**config.mk**
```make
export PLATFORM = sky130hd
export DESIGN_NAME = t_ff_count_ctrl
export DESIGN_NICKNAME = d
export VERILOG_FILES = /design/src/rtl/t_ff_count_ctrl.sv
export SDC_FILE = /design/constraint.sdc
export NUM_CORES = 1
export LEC_CHECK = 0
export ABC_AREA = 1
export CAP_MARGIN = 10
export CORE_AREA = 3 3 51 53
export CTS_BUF_LIST = sky130_fd_sc_hd__clkbuf_4
export DETAILED_ROUTE_END_ITERATION = 16
export DIE_AREA = 0 0 54 56
export PLACE_DENSITY_LB_ADDON = 0.1
export SYNTH_ARGS = -nofsm -noshare
export SYNTH_HDL_FRONTEND = slang
export SYNTH_SLANG_ARGS = --single-unit
```
**constraint.sdc**
```tcl
create_clock -name clk -period 1.4 [get_ports clk]
set_input_delay 0.14 -clock clk [delete_from_list [all_inputs] [get_ports clk]]
set_output_delay 0.14 -clock clk [all_outputs]
set_load 0.03 [all_outputs]
```
**src/rtl/t_ff_count_ctrl.sv**
```systemverilog
// t_ff_count_ctrl: sequencing controller for a WIDTH-bit bank of T flip-flops.
// The bank is updated only in toggle form (count <= count ^ t_vec). Reloads
// are expressed as the toggle pattern count ^ target. A start/pause/abort/done
// handshake lets a host FSM launch up/down, one-shot or wrapping sequences.
module t_ff_count_ctrl #(
    parameter int WIDTH = 4
) (
    input  logic             clk,
    input  logic             reset,
    input  logic             start,
    input  logic             pause,
    input  logic             abort,
    input  logic             dir,
    input  logic             wrap,
    input  logic [WIDTH-1:0] limit,
    output logic [WIDTH-1:0] count,
    output logic [WIDTH-1:0] t_vec,
    output logic             busy,
    output logic             done,
    output logic [1:0]       state
);

    typedef enum logic [1:0] {
        ST_IDLE = 2'd0,
        ST_RUN  = 2'd1,
        ST_HOLD = 2'd2,
        ST_DONE = 2'd3
    } state_t;

    state_t           state_r;
    state_t           state_nxt_s;
    logic [WIDTH-1:0] count_r;
    logic [WIDTH-1:0] limit_r;
    logic             dir_r;
    logic             wrap_r;
    logic             busy_r;
    logic             done_r;

    logic [WIDTH-1:0] t_vec_s;
    logic [WIDTH-1:0] up_step_s;
    logic [WIDTH-1:0] dn_step_s;
    logic [WIDTH-1:0] start_live_s;
    logic [WIDTH-1:0] start_lat_s;
    logic [WIDTH-1:0] end_lat_s;
    logic             up_carry_s;
    logic             dn_borrow_s;

    // Sequence endpoints: live start value for the launch cycle, latched ones while running
    always_comb begin
        start_live_s = dir   ? {WIDTH{1'b0}} : limit;
        start_lat_s  = dir_r ? {WIDTH{1'b0}} : limit_r;
        end_lat_s    = dir_r ? limit_r       : {WIDTH{1'b0}};
    end

    // Ripple toggle enables: bit i flips when all lower bits are 1 (up) or all 0 (down)
    always_comb begin
        up_step_s   = {WIDTH{1'b0}};
        dn_step_s   = {WIDTH{1'b0}};
        up_carry_s  = 1'b1;
        dn_borrow_s = 1'b1;
        for (int i = 0; i < WIDTH; i++) begin
            up_step_s[i] = up_carry_s;
            dn_step_s[i] = dn_borrow_s;
            up_carry_s   = up_carry_s & count_r[i];
            dn_borrow_s  = dn_borrow_s & ~count_r[i];
        end
    end

    // Toggle vector and next state; reset forces a quiet bank with no clock needed
    always_comb begin
        t_vec_s     = {WIDTH{1'b0}};
        state_nxt_s = state_r;
        if (!reset) begin
            t_vec_s     = {WIDTH{1'b0}};
            state_nxt_s = ST_IDLE;
        end else begin
            case (state_r)
                ST_IDLE: begin
                    if (start) begin
                        t_vec_s     = count_r ^ start_live_s;
                        state_nxt_s = ST_RUN;
                    end else begin
                        state_nxt_s = ST_IDLE;
                    end
                end
                ST_RUN: begin
                    if (abort) begin
                        state_nxt_s = ST_IDLE;
                    end else if (pause) begin
                        state_nxt_s = ST_HOLD;
                    end else if (count_r == end_lat_s) begin
                        if (wrap_r) begin
                            t_vec_s     = count_r ^ start_lat_s;
                            state_nxt_s = ST_RUN;
                        end else begin
                            state_nxt_s = ST_DONE;
                        end
                    end else begin
                        t_vec_s     = dir_r ? up_step_s : dn_step_s;
                        state_nxt_s = ST_RUN;
                    end
                end
                ST_HOLD: begin
                    if (abort) begin
                        state_nxt_s = ST_IDLE;
                    end else if (!pause) begin
                        state_nxt_s = ST_RUN;
                    end else begin
                        state_nxt_s = ST_HOLD;
                    end
                end
                ST_DONE: begin
                    state_nxt_s = ST_IDLE;
                end
                default: begin
                    state_nxt_s = ST_IDLE;
                end
            endcase
        end
    end

    // Controller FSM: T-flop bank, sequence parameters and registered status flags
    always_ff @(posedge clk or negedge reset) begin
        if (!reset) begin
            state_r <= ST_IDLE;
            count_r <= {WIDTH{1'b0}};
            limit_r <= {WIDTH{1'b0}};
            dir_r   <= 1'b0;
            wrap_r  <= 1'b0;
            busy_r  <= 1'b0;
            done_r  <= 1'b0;
        end else begin
            count_r <= count_r ^ t_vec_s;
            state_r <= state_nxt_s;
            busy_r  <= (state_nxt_s != ST_IDLE);
            done_r  <= (state_nxt_s == ST_DONE);
            if ((state_r == ST_IDLE) && start) begin
                limit_r <= limit;
                dir_r   <= dir;
                wrap_r  <= wrap;
            end
        end
    end

    assign count = count_r;
    assign t_vec = t_vec_s;
    assign busy  = busy_r;
    assign done  = done_r;
    assign state = state_r;

endmodule

```
==> run_results.csv <==
group,metric,value,unit
synth,syn-num-nets,162,
sta,setup_violations,11,
pwr,peakVddDrop,0.996,mV
synth,yosys_warnings,0,
sta,setup_tns,-3.48,ns
final_layout,nFillCells,162,
synth,synthTopCellsByCount,"nand2_1, nand3_1, inv_1",
worst_setup_path,start_kind,"flip-flop",
worst_setup_path,critPathBufInv,3,
worst_setup_path,timing.critical_path.slowest_cell_delay,0.39,ns
sta,max_freq,529,MHz
sta,slew-limit-headroom,79.4,%
cts,htree_levels,1,
sta,worst_pin_slew,0.308,ns
placement,gp_congestion,0.901,
global_route,grt_start_max_net_pins,12,
drt,wl,3400,um
final_layout,drive_above_1_share,48.6,%
synth,netlist_area,970,um^2
worst_setup_path,crit_chain,"buf_6 -> nand2_4 -> nand2_2 -> nand2_2 -> nor2_4 -> nand2_4 -> nand2_2 -> nand3_2 -> nand2_2 -> nand2_2 -> inv_2 -> buf_6",
cts,cts_num_sinks,14,
run_status,violations,"negative setup slack",
worst_setup_path,crit_path_top_delay_cell,"dfrtp_2",
synth,synth_cell_types,17,
global_route,overflow,0,
worst_setup_path,crit_required,1.26,ns
worst_setup_path,cpLargestDelayFamily,"simple AND/OR/NAND/NOR gates",
worst_setup_path,rr_worst_depth,14,
placement,place_area,1430,um^2
drt,drt.antenna.violating_nets,0,
global_route,antenna_found_initial,0,
pwr,powerDensity,1490,nW/um^2
pwr,leakagePower,0.894,nW
final_layout,fin_area,1690,um^2
final_layout,layout.nets,232,
placement,port_buffers,22,
drt,drt_first_pass_iters,6,
synth,avgSynthCellArea,6.42,um^2
synth,synth_seq_cells,14,
global_route,grt_usage,23.6,%
worst_setup_path,critPathCaptureType,"primary output",
floorplanning,fp.dieH,56,um
drt,vias_per_cell,5.20,
placement,pre_cts_slack,-0.279,ns
final_layout,multiInputGateArea,624,um^2
synth,synth_enable_flop_cells,0,
synth,yosys.cell_count.top_type,"nand2_1",
run_status,outcome,"finished with violations",
floorplanning,core_area,2190,um^2
pwr,p_total,2.51,mW
cts,ctsHoldBuffers,0,
worst_setup_path,worst_ep_arrival_time,1.75,ns
worst_setup_path,crit_top_cell,"nand2_2",
cts,cts_root_buffer,"clkbuf_4",
floorplanning,rows,17,
worst_setup_path,r2r-end,"count[1]",
cts,cts_max_path_buffers,2,
synth,synth_area_leaders,"dfrtp_1, nand2_1, nand3_1",
synth,yosys_most_used_dff,"dfrtp_1",
cts,path_clk_slew,0.09,ns
sta,hold_viol,0,
worst_setup_path,critPathMaxFanout,6,
drt,wire_per_inst,13.7,um
drt,post-route-drc-count,0,
synth,yosysTopAreaCellShare,36.1,%
worst_setup_path,critPathKind,"reg -> out",
global_route,grt_pass1_wl,5350,um
synth,seq_area_frac_synth,36.1,%
worst_setup_path,regToRegSetupSlack,-0.49,ns
sta,period_share,135,%
floorplanning,start_util,44.3,%
final_layout,regArea,358,um^2
floorplanning,num_io_pins,23,
job,drv_cap,0,
sta,rsz0062_at_grt,"yes",
final_layout,antenna_cells,0,
worst_setup_path,r2r-start,"dir_r",
drt,vias,1290,
drt,drt-initial-drc-count,57,
cts,clk_latency,0.29,ns
sta,timing.final.ws_setup,-0.489,ns
cts,cts_tree,"done",
sta,hold_ws,0.148,ns
placement,hpwl,2240,um
worst_hold_path,hold_class,"in -> async",
sta,skew,0.000549,ns
global_route,grt_pass1_vias,1237,
final_layout,area_growth,73.9,%
synth,synth-async-reset-ratio,100,%
floorplanning,fp.dieW,54,um
synth,synth_top_area_cell,"dfrtp_1",
sta,drv_slew,0,
sta,fin_crit,1.89,ns
synth,synthCells,151,
floorplanning,die-area,3020,um^2
cts,numCtsBuffers,3,
[where the power goes]
| group | internal, mW | total [mW] | leakage, nW | switching [mW] |
|---|---|---|---|---|
| clock network | 0.104 | 0.251 | 0.0154 | 0.148 |
| registers | 0.499 | 0.618 | 0.170 | 0.119 |
| logic | 0.737 | 1.64 | 0.709 | 0.904 |
[state kept, by name, summed over array words and instances, names as in the netlist]
name,cells
count,4
dir_r,1
state,2
busy,1
limit_r,4
wrap_r,1
done,1
[how the worst max path moves through the flow]
stage | start | end | slack, ns | cells past startpoint
final | dir_r | t_vec[2] | -0.49 | 12
after global routing | dir_r | t_vec[2] | -0.60 | 12
after CTS | dir_r | t_vec[1] | -0.42 | 12
after detailed placement | dir_r | t_vec[3] | -0.28 | 11
after global placement | dir_r | t_vec[2] | -0.26 | 11
after floorplan | count[1] | t_vec[3] | -0.03 | 10
[cells by family after synthesis]
logic type / share of synthesized area (%)
simple gates: 43.7
buf+inv: 10.5
compound gates: 8.77
flops: 36.1
xor+xnor: 0.903
[timing repair]
item / 4_1_cts / 5_1_grt
gates cloned: 0 / 0
setup buffers: 15 / 3
pin swaps: 14 / 13
endpoints found under the setup margin: 19 / 12
gates resized for setup: 29 / 22
[cell usage in the layout, fill, tap and decap left out, drive strengths merged]
cell,synthesis,layout
clkdlybuf4s50,0,10
nor3,2,2
a21oi,2,2
dlygate4sd2,0,4
xor2,1,1
nand3,28,28
dfrtp,14,14
clkinv,0,1
buf,2,51
o21ai,15,15
clkdlybuf4s15,0,2
clkbuf,1,4
inv,21,21
nor2,6,6
nand2,59,59
[layout make-up]
class / instances / share of cell area (%)
Multi-Input combinational cell: 113 / 37.0
Clock inverter: 1 / 0.223
Tap cell: 28 / 2.08
Inverter: 21 / 4.82
Sequential cell: 14 / 21.2
Clock buffer: 3 / 1.34
Timing Repair Buffer: 68 / 33.3
[metrics by stage]
stage	utilization (%)	cells
floorplan	-	151
global placement	65.4	226
detailed placement	65.4	226
CTS	74.0	245
global route	77.0	248
finish	77.0	248
[routing by layer]
| layer | vias up | share of wire [%] | global-route usage [%] |
|---|---|---|---|
| met1 | 614 | 40 | 29.4 |
| met2 | 50 | 52 | 41.3 |
| met4 | 0 | 1.6 | 4.27 |
| met5 | - | 0 | 0 |
| met3 | 6 | 6.2 | 4.56 |
| li1 | 620 | - | - |
Power figures use the tool's default switching activity.
